[src/rtl/uart_pkg.sv]
// Shared definitions for the UART receive/transmit blocks: FSM state encoding
// and the default bit period for the 100 MHz build.
package uart_pkg;

  localparam int UART_CLKS_PER_BIT_DEFAULT = 100;

  typedef enum logic [2:0] {
    ST_IDLE   = 3'd0,
    ST_START  = 3'd1,
    ST_DATA   = 3'd2,
    ST_PARITY = 3'd3,
    ST_STOP   = 3'd4,
    ST_BREAK  = 3'd5
  } uart_state_t;

endpackage

[src/rtl/sync_fifo_fwft.sv]
// First-word-fall-through synchronous FIFO with extra-MSB pointers; a push
// into a full FIFO is accepted only when a pop happens in the same cycle.
module sync_fifo_fwft #(
  parameter int WIDTH = 8,
  parameter int DEPTH = 16,
  parameter int AW    = $clog2(DEPTH)
) (
  input  logic             CLK,
  input  logic             RST,
  input  logic             i_push,
  input  logic [WIDTH-1:0] i_push_data,
  input  logic             i_pop,
  output logic [WIDTH-1:0] o_data,
  output logic             o_valid,
  output logic             o_full,
  output logic [AW:0]      o_count
);

  logic [WIDTH-1:0] r_mem [DEPTH];
  logic [AW:0]      r_wr_ptr;
  logic [AW:0]      r_rd_ptr;
  logic             w_empty;
  logic             w_full;
  logic             w_pop_ok;
  logic             w_push_ok;

  assign w_empty   = (r_wr_ptr == r_rd_ptr);
  assign w_full    = (r_wr_ptr[AW] != r_rd_ptr[AW]) &&
                     (r_wr_ptr[AW-1:0] == r_rd_ptr[AW-1:0]);
  assign w_pop_ok  = i_pop && !w_empty;
  assign w_push_ok = i_push && (!w_full || w_pop_ok);

  always_ff @(posedge CLK or posedge RST) begin
    if (RST) begin
      r_wr_ptr <= '0;
      r_rd_ptr <= '0;
    end else begin
      if (w_push_ok) r_wr_ptr <= r_wr_ptr + 1'b1;
      if (w_pop_ok)  r_rd_ptr <= r_rd_ptr + 1'b1;
    end
  end

  // Storage is not reset; the head is masked to zero while empty instead.
  always_ff @(posedge CLK) begin
    if (w_push_ok) r_mem[r_wr_ptr[AW-1:0]] <= i_push_data;
  end

  assign o_data  = w_empty ? '0 : r_mem[r_rd_ptr[AW-1:0]];
  assign o_valid = !w_empty;
  assign o_full  = w_full;
  assign o_count = r_wr_ptr - r_rd_ptr;

endmodule

[src/rtl/uart_rx_fifo.sv]
// Mid-bit-sampling UART receiver feeding a FWFT FIFO, with sticky framing and
// overrun errors. Define UART_RX_PARITY_EN to add a parity bit and o_parity_err.
module uart_rx_fifo
  import uart_pkg::*;
#(
  parameter int CLKS_PER_BIT = UART_CLKS_PER_BIT_DEFAULT,
  parameter int DATA_BITS    = 8,
  parameter int FIFO_DEPTH   = 16,
  parameter int FIFO_AW      = $clog2(FIFO_DEPTH)
`ifdef UART_RX_PARITY_EN
  ,
  parameter bit PARITY_ODD   = 1'b0
`endif
) (
  input  logic                 CLK,
  input  logic                 RST,
  input  logic                 i_rxd,
  output logic [DATA_BITS-1:0] o_data,
  output logic                 o_valid,
  input  logic                 i_ready,
  output logic [FIFO_AW:0]     o_count,
  output logic                 o_frame_err,
  output logic                 o_overrun,
`ifdef UART_RX_PARITY_EN
  output logic                 o_parity_err,
`endif
  input  logic                 i_clr_err,
  output logic                 o_busy
);

  localparam int TW = $clog2(CLKS_PER_BIT);
  localparam int BW = $clog2(DATA_BITS);
  localparam logic [TW-1:0] T_LAST = TW'(CLKS_PER_BIT - 1);
  localparam logic [TW-1:0] T_HALF = TW'(CLKS_PER_BIT / 2 - 1);
  localparam logic [BW-1:0] B_LAST = BW'(DATA_BITS - 1);

  logic                 r_rx_meta;
  logic                 r_rx_s;
  uart_state_t          r_state;
  logic [TW-1:0]        r_timer;
  logic [BW-1:0]        r_bit_idx;
  logic [DATA_BITS-1:0] r_shift;
  logic                 r_frame_err;
  logic                 r_overrun;
  logic                 w_sample;
  logic                 w_push;
  logic                 w_frame_evt;
  logic                 w_ovr_evt;
  logic                 w_full;
`ifdef UART_RX_PARITY_EN
  logic                 r_par_bad;
  logic                 r_parity_err;
  logic                 w_par_evt;
`endif

  always_ff @(posedge CLK or posedge RST) begin
    if (RST) begin
      r_rx_meta <= 1'b1;
      r_rx_s    <= 1'b1;
    end else begin
      r_rx_meta <= i_rxd;
      r_rx_s    <= r_rx_meta;
    end
  end

  assign w_sample    = (r_timer == T_LAST);
  assign w_frame_evt = (r_state == ST_STOP) && w_sample && !r_rx_s;
`ifdef UART_RX_PARITY_EN
  assign w_par_evt   = (r_state == ST_PARITY) && w_sample &&
                       ((^{r_shift, r_rx_s}) != PARITY_ODD);
  assign w_push      = (r_state == ST_STOP) && w_sample && r_rx_s && !r_par_bad;
`else
  assign w_push      = (r_state == ST_STOP) && w_sample && r_rx_s;
`endif
  // A full FIFO still accepts the word if the consumer pops in the same cycle.
  assign w_ovr_evt   = w_push && w_full && !(i_ready && o_valid);

  always_ff @(posedge CLK or posedge RST) begin
    if (RST) begin
      r_state   <= ST_IDLE;
      r_timer   <= '0;
      r_bit_idx <= '0;
      r_shift   <= '0;
`ifdef UART_RX_PARITY_EN
      r_par_bad <= 1'b0;
`endif
    end else begin
      case (r_state)
        ST_IDLE: begin
          r_timer   <= '0;
          r_bit_idx <= '0;
          if (!r_rx_s) r_state <= ST_START;
        end
        ST_START: begin
          if (r_timer == T_HALF) begin
            r_timer <= '0;
            r_state <= r_rx_s ? ST_IDLE : ST_DATA;
          end else begin
            r_timer <= r_timer + 1'b1;
          end
        end
        ST_DATA: begin
          if (w_sample) begin
            r_timer   <= '0;
            r_shift   <= {r_rx_s, r_shift[DATA_BITS-1:1]};
            r_bit_idx <= r_bit_idx + 1'b1;
            if (r_bit_idx == B_LAST) begin
`ifdef UART_RX_PARITY_EN
              r_state <= ST_PARITY;
`else
              r_state <= ST_STOP;
`endif
            end
          end else begin
            r_timer <= r_timer + 1'b1;
          end
        end
`ifdef UART_RX_PARITY_EN
        ST_PARITY: begin
          if (w_sample) begin
            r_timer   <= '0;
            r_par_bad <= w_par_evt;
            r_state   <= ST_STOP;
          end else begin
            r_timer <= r_timer + 1'b1;
          end
        end
`endif
        ST_STOP: begin
          if (w_sample) begin
            r_timer <= '0;
            r_state <= r_rx_s ? ST_IDLE : ST_BREAK;
          end else begin
            r_timer <= r_timer + 1'b1;
          end
        end
        ST_BREAK: begin
          if (r_rx_s) r_state <= ST_IDLE;
        end
        default: r_state <= ST_IDLE;
      endcase
    end
  end

  // Sticky errors: a new event in the same cycle as a clear keeps the bit set.
  always_ff @(posedge CLK or posedge RST) begin
    if (RST) begin
      r_frame_err  <= 1'b0;
      r_overrun    <= 1'b0;
`ifdef UART_RX_PARITY_EN
      r_parity_err <= 1'b0;
`endif
    end else begin
      if (w_frame_evt)    r_frame_err <= 1'b1;
      else if (i_clr_err) r_frame_err <= 1'b0;
      if (w_ovr_evt)      r_overrun   <= 1'b1;
      else if (i_clr_err) r_overrun   <= 1'b0;
`ifdef UART_RX_PARITY_EN
      if (w_par_evt)      r_parity_err <= 1'b1;
      else if (i_clr_err) r_parity_err <= 1'b0;
`endif
    end
  end

  sync_fifo_fwft #(
    .WIDTH (DATA_BITS),
    .DEPTH (FIFO_DEPTH),
    .AW    (FIFO_AW)
  ) u_fifo (
    .CLK         (CLK),
    .RST         (RST),
    .i_push      (w_push),
    .i_push_data (r_shift),
    .i_pop       (i_ready),
    .o_data      (o_data),
    .o_valid     (o_valid),
    .o_full      (w_full),
    .o_count     (o_count)
  );

  assign o_frame_err  = r_frame_err;
  assign o_overrun    = r_overrun;
`ifdef UART_RX_PARITY_EN
  assign o_parity_err = r_parity_err;
`endif
  assign o_busy       = (r_state != ST_IDLE);

endmodule

[config.mk]
export PLATFORM = sky130hd
export DESIGN_NAME = uart_rx_fifo
export DESIGN_NICKNAME = d
export VERILOG_FILES = /design/src/rtl/uart_pkg.sv /design/src/rtl/sync_fifo_fwft.sv /design/src/rtl/uart_rx_fifo.sv
export SDC_FILE = /design/constraint.sdc
export NUM_CORES = 1
export LEC_CHECK = 0
export BUFFER_PORTS_ARGS = -buffer_cell sky130_fd_sc_hd__buf_2
export CAP_MARGIN = 20
export CORE_UTILIZATION = 50
export DETAILED_ROUTE_END_ITERATION = 8
export HOLD_SLACK_MARGIN = 0.15
export MAX_ROUTING_LAYER = met4
export PLACE_DENSITY = 0.66
export REMOVE_ABC_BUFFERS = 1
export SYNTH_ARGS = -nofsm -noshare
export SYNTH_HDL_FRONTEND = slang
export SYNTH_HIERARCHICAL = 1
export SYNTH_SLANG_ARGS = --single-unit
export TNS_END_PERCENT = 20
[constraint.sdc]
create_clock -name CLK -period 6.2 [get_ports CLK]
set_clock_uncertainty 0.2 [all_clocks]
set_input_delay 0.31 -clock CLK [delete_from_list [all_inputs] [get_ports CLK]]
set_output_delay 0.31 -clock CLK [all_outputs]
set_load 0.03 [all_outputs]
==> metrics.cfg, run 1 <==
[sta]
layout_setup_ws_ns = 2.55
setup_viol_count_final = 0
max_freq_ghz = 0.274
hold_viol = 0
period_share_pct = 58.9
worstMarginPinSlew_ns = 0.872
tns_ns = 0
slew_violations = 0
fin_crit_ns = 3.65
rsz0062_at_grt = no
slew_headroom_pct = 41.6

[logic_synthesis]
synth.most_common_cell = edfxtp_1
synth_area_per_cell_um2 = 17.1
ys_seq_elements = 163
synth_area_leaders = edfxtp_1, dfrtp_1, mux4_2
synth_commonest_cells = edfxtp_1, dfrtp_1, nand2_1
async_flop_share_pct = 21.5
synth_edf_count = 128
synth_top_area_cell = edfxtp_1
seq_area_frac_synth_pct = 67.5
yosys.area.top_type_share_pct = 54.9
postSynthCellCount = 408
yosysWarnings = 6
synth_cell_types = 54
netlist_area_um2 = 7000
synth_flop_cell = edfxtp_1

[cells_and_area]
nets = 460
multiInputGateArea_um2 = 2090
seq_area_um2 = 4720
antenna_cells = 0
area_growth_pct = 12.4
layout-drive-gt1-share_pct = 24.7
fillerInstances = 1032

[drt]
drc = 0
vias_per_cell = 5.73
drtPass1Iterations = 4
drtIter0Drc = 253
dr_total_vias = 3607
drt-total-wl_um = 13600
wl_per_cell_um = 21.6
final_antenna_net_count = 0

[worst_setup_path]
rr_worst_depth = 6
r2r-start = u_fifo/r_rd_ptr[3]$_DFFE_PP0P_
critPathCaptureType = output port
worstPathMaxFanout = 18
r2r-end = u_fifo/r_mem[13][3]$_DFFE_PP_
r2r_slack_ns = 2.75
crit_arrival_ns = 3.14
critical_path_class = flop to output port
cp-startpoint = u_fifo/r_rd_ptr[3]$_DFFE_PP0P_
crit_required_ns = 5.69
critPathLaunchType = flop

[pwr]
leakage_nw = 3.21
vdd_ir_drop_max_mv = 0.158
p_per_area_nw_per_um2 = 355

[worst_hold_path]
min_from = r_rx_meta$_DFF_PP1_
min_to = r_rx_s$_DFF_PP1_
worstHoldPathType = flop to flop
holdPathStages = 0

[floorplanning]
die_w_um = 120
rows = 42
initial_core_util_pct = 52.0
coreArea_um2 = 13500
top_level_ports = 22
die_h_um = 120
die_area_um2 = 14500

[global_route]
grt_pass1_vias = 3728
antenna_found_initial = 0
grt_max_degree = 37
grt_overflow = 0
grt_usage_pct = 21.2
grt_pass1_wl_um = 21100

[cts]
worstSkewPairLatency_ns = 0.42
htree_levels = 4
clockBufferDepth = 2
cts_resized = 0
tritoncts = built
cts-buffers-inserted = 17
clkTransAtPathRegs_ns = 0.06
root_buffer = clkbuf_16
clock_sinks = 163

[flow_run]
maxCapViolCount = 0

[place]
post-place-ws_ns = 2.50
place.gp.congestion = 0.898
portBuffers = 21
dp_hpwl_um = 8790

[status]
outcome = finished clean

## worst max path at each step
stage,to,cells past startpoint
CTS,u_fifo/r_mem[2][5]$_DFFE_PP_,6
floorplan,o_data[0],6
global route,o_data[4],7
global placement,u_fifo/r_mem[0][1]$_DFFE_PP_,6
finish,o_data[4],7
detailed placement,u_fifo/r_mem[2][0]$_DFFE_PP_,6
## critical path: stages, from the launching register on
cell	delay (ns)
dfrtp_1	0.83
inv_2	0.29
ha_1	0.41
and4_1	0.20
nand2_1	0.40
o21ai_1	0.18
a21oi_1	0.19
buf_2	0.22
## layer usage
metal	vias up	part of all wire [%]	global-route usage [%]
li1	1647	-	-
met1	1866	42	25.6
met2	76	53	35.2
met3	18	3.7	4.34
met4	0	2.1	8.26
met5	-	0	-
## power breakdown
part | switching (W) | leakage, nW | internal, W
sequential | 0.0000496 | 1.94 | 0.00118
combinational | 0.000335 | 1.00 | 0.000211
clock | 0.000389 | 0.273 | 0.000624
## final cells by class
type / instances / area share (%)
Sequential cell: 163 / 60.0
Multi-Input combinational cell: 213 / 26.6
Clock buffer: 19 / 5.50
Tap cell: 176 / 2.80
Timing Repair Buffer: 32 / 2.64
Clock inverter: 12 / 1.78
Inverter: 14 / 0.668
## stage by stage
stage               std cells  total power (W)  hold WS, ns  utilization (%)  instance area, µm²
floorplan                 390          0.00165      -0.0498                -                6870
global placement          589          0.00179        0.134             53.6                7210
detailed placement        589          0.00180        0.147             53.6                7210
CTS                       624          0.00282        0.155             58.1                7820
global route              629          0.00289        0.164             58.5                7870
finish                    629          0.00279        0.156             58.5                7870
## state kept, by name (all words and copies together), names as in the netlist
name / count
o_frame_err: 1
o_overrun: 1
r_bit_idx: 3
r_rx_meta: 1
r_rx_s: 1
r_shift: 8
r_state: 3
r_timer: 7
u_fifo/r_mem: 128
u_fifo/r_rd_ptr: 5
u_fifo/r_wr_ptr: 5
## cell families after synthesis
logic type	count (synthesis)	share of synthesized area, %
xor+xnor	13	1.63
fa+ha+maj	15	2.75
mux	59	15.0
compound gates	47	4.43
flops	163	67.5
simple gates	79	6.06
buf+inv	32	2.61
## cells in the final DEF (no fill, tap or decap), types with 13 or more instances in the layout
cell type / count
inv_1: 13
nor2_1: 18
mux4_2: 24
clkbuf_16: 17
ha_1: 13
dfrtp_1: 33
buf_2: 25
edfxtp_1: 128
nand2_1: 26
## timing repair
| action | 4_1_cts | 5_1_grt |
|---|---|---|
| hold buffers | 4 | 0 |
| hold endpoints to repair | 41 | 0 |
| setup buffers | 0 | 0 |
| setup endpoints to repair | 0 | 0 |
No activity file was read; power rests on OpenSTA's default activity.
==> inputs of run 2 (changes only) <==
Settings changed: ABC_AREA set to 1, PLACE_DENSITY 0.66 to 0.69.
Clock period 6.2 ns to 3.1 ns, I/O delays scaled along.
==> run 2 against run 1 <==
Sequential share of layout area shrank 5.2 points. Synthesized area increased by 9.9%. Sequential power is 95% higher. Die area grew 9.7%. Critical path type is now flop to flop. Critical endpoint is now u_fifo/r_mem[6][3]$_DFFE_PP_. Largest power group unchanged. Highest routed layer unchanged.
==> metrics.cfg, run 2 <==
[cells_and_area]
design_area_um2 = 8620
antenna_cells = 0
nets = 841
area_growth_pct = 12.1
final_cell_mix = nand2_1, edfxtp_1, inv_1
final_common_cell = nand2_1
largest_reg_flops = 128
layout-drive-gt1-share_pct = 13.5

[global_route]
grt_max_degree = 67
grt_pass1_vias = 5188
antenna_found_initial = 0
grt_usage_pct = 23.9
grt_pass1_wl_um = 27100
grt_overflow = 0

[sta]
setup_viol_count_final = 0
hold_ws_ns = 0.157
period_share_pct = 90.4
worstMarginPinSlew_ns = 0.935
rsz0062_at_grt = no
max_freq_ghz = 0.357
hold_viol = 0
slew_violations = 0
fin_crit_ns = 2.80
slew_headroom_pct = 37.6
tns_ns = 0

[worst_setup_path]
critPathLaunchType = flop
crit_arrival_ns = 2.66
critical_path_class = flop to flop
crit_required_ns = 2.96
max_stage_delay_ns = 0.54
worstPathMaxFanout = 8
critPathCaptureType = flop
slowest_stage = nor2_1
path_cells = ha_1 > nand2_1 > inv_1 > nand3_2 > or2_4 > nor2_4 > nand2_8 > inv_8 > nand2_4 > nor2_1

[place]
place_area_um2 = 7970
dp_hpwl_um = 11600
portBuffers = 21
place.gp.congestion = 0.931

[pwr]
leakage_nw = 3.96
p_per_area_nw_per_um2 = 751
vdd_ir_drop_max_mv = 0.393

[logic_synthesis]
synthXorXnorAreaFrac_pct = 1.68
netlist_area_um2 = 7690
synth_cell_types = 37
synthMuxAreaShare_pct = 0
ys_seq_elements = 163
synth_area_per_cell_um2 = 9.75
synth.most_common_cell = nand2_1
synth_top_area_cell = edfxtp_1
synth_fa_ha_area_share_pct = 2.38
yosys.area.top_type_share_pct = 50.0
seq_area_frac_synth_pct = 61.4
synth_compound_area_share_pct = 2.78
synth_flop_cell = edfxtp_1
synth_area_leaders = edfxtp_1, nand2_1, dfrtp_1
yosysWarnings = 6
async_flop_share_pct = 21.5
synth_commonest_cells = nand2_1, edfxtp_1, inv_1
synth_top_family_by_area = simple AND/OR/NAND/NOR gates
synth_edf_count = 128
synth-simple-area-share_pct = 23.5
postSynthCellCount = 789

[drt]
final_antenna_net_count = 0
drtPass1Iterations = 5
dr_total_vias = 5297
drt-total-wl_um = 17200
vias_per_cell = 5.20
drc = 0
drtIter0Drc = 475
wl_per_cell_um = 16.9

[cts]
cts_resized = 0
tritoncts = built
root_buffer = clkbuf_16
worstSkewPairLatency_ns = 0.43
clkTransAtPathRegs_ns = 0.06
clockBufferDepth = 2
cts-buffers-inserted = 17
htree_levels = 4
clock_sinks = 163

[floorplanning]
coreArea_um2 = 14800
top_level_ports = 22
die_area_um2 = 15900
rows = 44
initial_core_util_pct = 52.1
die_h_um = 126
die_w_um = 126

[status]
outcome = finished clean

[flow_run]
maxCapViolCount = 0

[worst_hold_path]
worstHoldPathType = flop to flop

[run 2: cell types whose count changed in the layout (fill, tap and decap cells not counted), moves of 9 or more]
| cell | previous run | this run |
|---|---|---|
| inv_1 | 13 | 118 |
| mux2_2 | 9 | 0 |
| mux2i_1 | 12 | 0 |
| mux4_2 | 24 | 0 |
| nand2_1 | 26 | 279 |
| nand3_1 | 6 | 77 |
| xnor2_1 | 12 | 2 |
[run 2: kinds of logic (layout without fill, tap and decap cells)]
logic type	Yosys count	in the layout
AOI/OAI and AO/OA	33	33
xor gates and xnor gates	13	13
adders and majority gates	14	14
buffers and inverters	150	196
DFF	163	163
and+or+nand+nor	416	416
[run 2: power by group]
| group | internal (W) | switching, W | total, W |
|---|---|---|---|
| sequential | 0.00237 | 0.0000312 | 0.00240 |
| combinational | 0.000563 | 0.00142 | 0.00199 |
| clock | 0.00126 | 0.000832 | 0.00209 |
| total | 0.00419 | 0.00229 | 0.00647 |
[run 2: final timing paths]
kind,startpoint,to,slack (ns),depth (start not counted)
worst min-delay path,r_rx_meta$_DFF_PP1_,r_rx_s$_DFF_PP1_,0.16,0
worst max register to register,r_timer[0]$_DFFE_PP0P_,u_fifo/r_mem[6][3]$_DFFE_PP_,0.30,10
max in group asynchronous,RST,u_fifo/r_rd_ptr[0]$_DFFE_PP0P_,1.66,4
worst max-delay path,r_timer[0]$_DFFE_PP0P_,u_fifo/r_mem[6][3]$_DFFE_PP_,0.30,10
worst min register to register,r_rx_meta$_DFF_PP1_,r_rx_s$_DFF_PP1_,0.16,0
min in group asynchronous,RST,r_state[1]$_DFFE_PP0P_,0.30,3
[run 2: layout make-up]
class,count,area [µm²]
repair buffers,38,260
fillers,1246,6130
clock buffers,17,425
multi-input cells,476,2330
inverters,126,485
clock inverters,15,165
well taps,184,230
flip-flops and latches,163,4720
[run 2: worst max-delay path, delay by kind of cell (launching register included)]
kind / cells / cell delay (ns)
flops: 1 / 0.44
fa+ha+maj: 1 / 0.26
simple gates: 7 / 1.36
buf+inv: 2 / 0.18
[run 2: timing repair]
item,4_1_cts,5_1_grt
hold buffers,6,0
setup buffers,0,0
hold endpoints to repair,45,0
[run 2: layer usage]
metal,vias to the layer above,wire length [µm],global-route usage [%]
li1,2578,-,-
met1,2516,7310,28.9
met5,-,0,-
met2,174,8650,39.2
met4,0,305,8.22
met3,29,946,5.73
[run 2: metrics by stage]
stage | worst slack (ns) | total power, W | utilization [%] | instances
finish | 0.298 | 0.00647 | 58.4 | 1019
floorplan | -0.242 | 0.00379 | - | 765
global route | 0.0432 | 0.00677 | 58.4 | 1019
global placement | 0.403 | 0.00437 | 54.0 | 981
detailed placement | 0.308 | 0.00440 | 54.0 | 981
CTS | 0.301 | 0.00649 | 58.4 | 1019
==> inputs of run 3 (changes only) <==
Settings changed: CORE_ASPECT_RATIO set to 0.7.
==> run 3 against run 2 <==
Die area barely moved. Global-route usage grew 1.4 points. Register-to-register slack about the same. Wire length is 2.8% higher. Flip-flop and latch count stayed put. Design area barely moved. Core utilization fell by 0.38 points. Critical path depth is 1 higher. Fmax decreased by 0.15%. Critical path type is now flop to output port.
==> metrics.cfg, run 3 (synthesized netlist as in run 2, its figures left out) <==
[drt]
wl_per_cell_um = 17.2
drtIter0Drc = 506
vias_per_cell = 5.19
dr_total_vias = 5338
drc = 0
final_antenna_net_count = 0
drt-total-wl_um = 17700
drtPass1Iterations = 6

[cts]
root_buffer = clkbuf_16
clkTransAtPathRegs_ns = 0.07
htree_levels = 4
cts-buffers-inserted = 17
clock_sinks = 163
clockBufferDepth = 2
worstSkewPairLatency_ns = 0.42
tritoncts = built

[sta]
slew_headroom_pct = 36.1
slew_violations = 0
period_share_pct = 90.5
hold_viol = 0
max_freq_ghz = 0.356
fin_crit_ns = 2.81
tns_ns = 0
hold_ws_ns = 0.157
setup_viol_count_final = 0
rsz0062_at_grt = no
worstMarginPinSlew_ns = 0.958

[worst_setup_path]
critPathLaunchType = flop
cp-endpoint = o_data[3]
crit_arrival_ns = 2.45
r2r-end = u_fifo/r_mem[2][6]$_DFFE_PP_
rr_worst_depth = 11
crit_required_ns = 2.74
r2r-start = u_fifo/r_rd_ptr[3]$_DFFE_PP0P_
cp-startpoint = u_fifo/r_rd_ptr[0]$_DFFE_PP0P_
critical_path_class = flop to output port
critPathCaptureType = output port
worstPathMaxFanout = 40
r2r_slack_ns = 0.31

[place]
place.gp.congestion = 0.922
portBuffers = 21
dp_hpwl_um = 11800
placedCellCount = 990
place_area_um2 = 7970

[floorplanning]
rows = 37
coreArea_um2 = 14900
die_area_um2 = 15900
die_h_um = 106
die_w_um = 150
top_level_ports = 22
initial_core_util_pct = 51.7

[cells_and_area]
layout-drive-gt1-share_pct = 13.1
largest_reg_flops = 128
area_growth_pct = 12.2
final_common_cell = nand2_1
design_area_um2 = 8630
final_cell_mix = nand2_1, edfxtp_1, inv_1
antenna_cells = 0
stdcell_count = 1028
nets = 839

[pwr]
vdd_ir_drop_max_mv = 0.456
p_per_area_nw_per_um2 = 752
leakage_nw = 3.95

[worst_hold_path]
min_from = r_rx_meta$_DFF_PP1_
worstHoldPathType = flop to flop

[global_route]
grt_overflow = 0
antenna_found_initial = 0
grt_max_degree = 41
grt_pass1_vias = 5279
grt_usage_pct = 25.2
grt_pass1_wl_um = 28300

[status]
outcome = finished clean

[flow_run]
maxCapViolCount = 0

-- run 3: area by class of cell --
cell class,instances,area [µm²]
clock inverter,12,159
multi-input combinational,476,2330
clock buffer,20,437
sequential,163,4720
fill,1265,6230
tap,195,244
inverter,126,488
timing repair buffer,36,245
-- run 3: how the worst min path moves through the flow --
stage | endpoint | slack, ns | cells past startpoint
final | r_rx_s$_DFF_PP1_ | 0.16 | 0
after global routing | r_rx_s$_DFF_PP1_ | 0.16 | 0
after CTS | r_rx_s$_DFF_PP1_ | 0.16 | 0
after detailed placement | u_fifo/r_rd_ptr[4]$_DFFE_PP0P_ | -0.02 | 2
after global placement | u_fifo/r_rd_ptr[4]$_DFFE_PP0P_ | -0.02 | 2
after floorplan | u_fifo/r_rd_ptr[0]$_DFFE_PP0P_ | -0.20 | 1
-- run 3: worst max-delay path, stage by stage (launching register included) --
cell and delay (ns):
dfrtp_2 0.38, buf_4 0.33, inv_4 0.19, buf_12 0.22, nand2_1 0.07, nand3_1 0.09
nand2_1 0.09, nand2_1 0.05, nand2_1 0.11, inv_1 0.06, a21oi_1 0.18, buf_2 0.23
-- run 3: what timing repair did --
item / 4_1_cts / 5_1_grt
setup endpoints to repair: 0 / 4
endpoints found under the hold margin: 44 / 0
buffers inserted: 0 / 0
hold buffers: 6 / 0
resized for setup: 0 / 2
-- run 3: metal layers --
metal  part of all wire (%)  global-route usage (%)  vias to the layer above  routed length, µm
met5                      0                       -                        -                  0
met4                    1.5                    6.78                        0                257
met3                    7.2                    5.71                       33               1280
met2                     45                    36.9                      207               7910
met1                     47                    35.5                     2519               8260
li1                       -                       -                     2579                  -
-- run 3: power by group --
| group | switching, W | internal [W] | leakage [nW] |
|---|---|---|---|
| clock | 0.000853 | 0.00127 | 0.285 |
| sequential | 0.0000287 | 0.00237 | 1.93 |
| combinational | 0.00140 | 0.000567 | 1.73 |
-- run 3: through the flow --
step	power [W]	setup WS [ns]	utilization (%)
finish	0.00649	0.294	58.1
floorplan	0.00379	-0.242	-
global placement	0.00436	0.434	53.6
global route	0.00679	0.0757	58.1
CTS	0.00650	0.155	58.0
detailed placement	0.00438	0.344	53.6
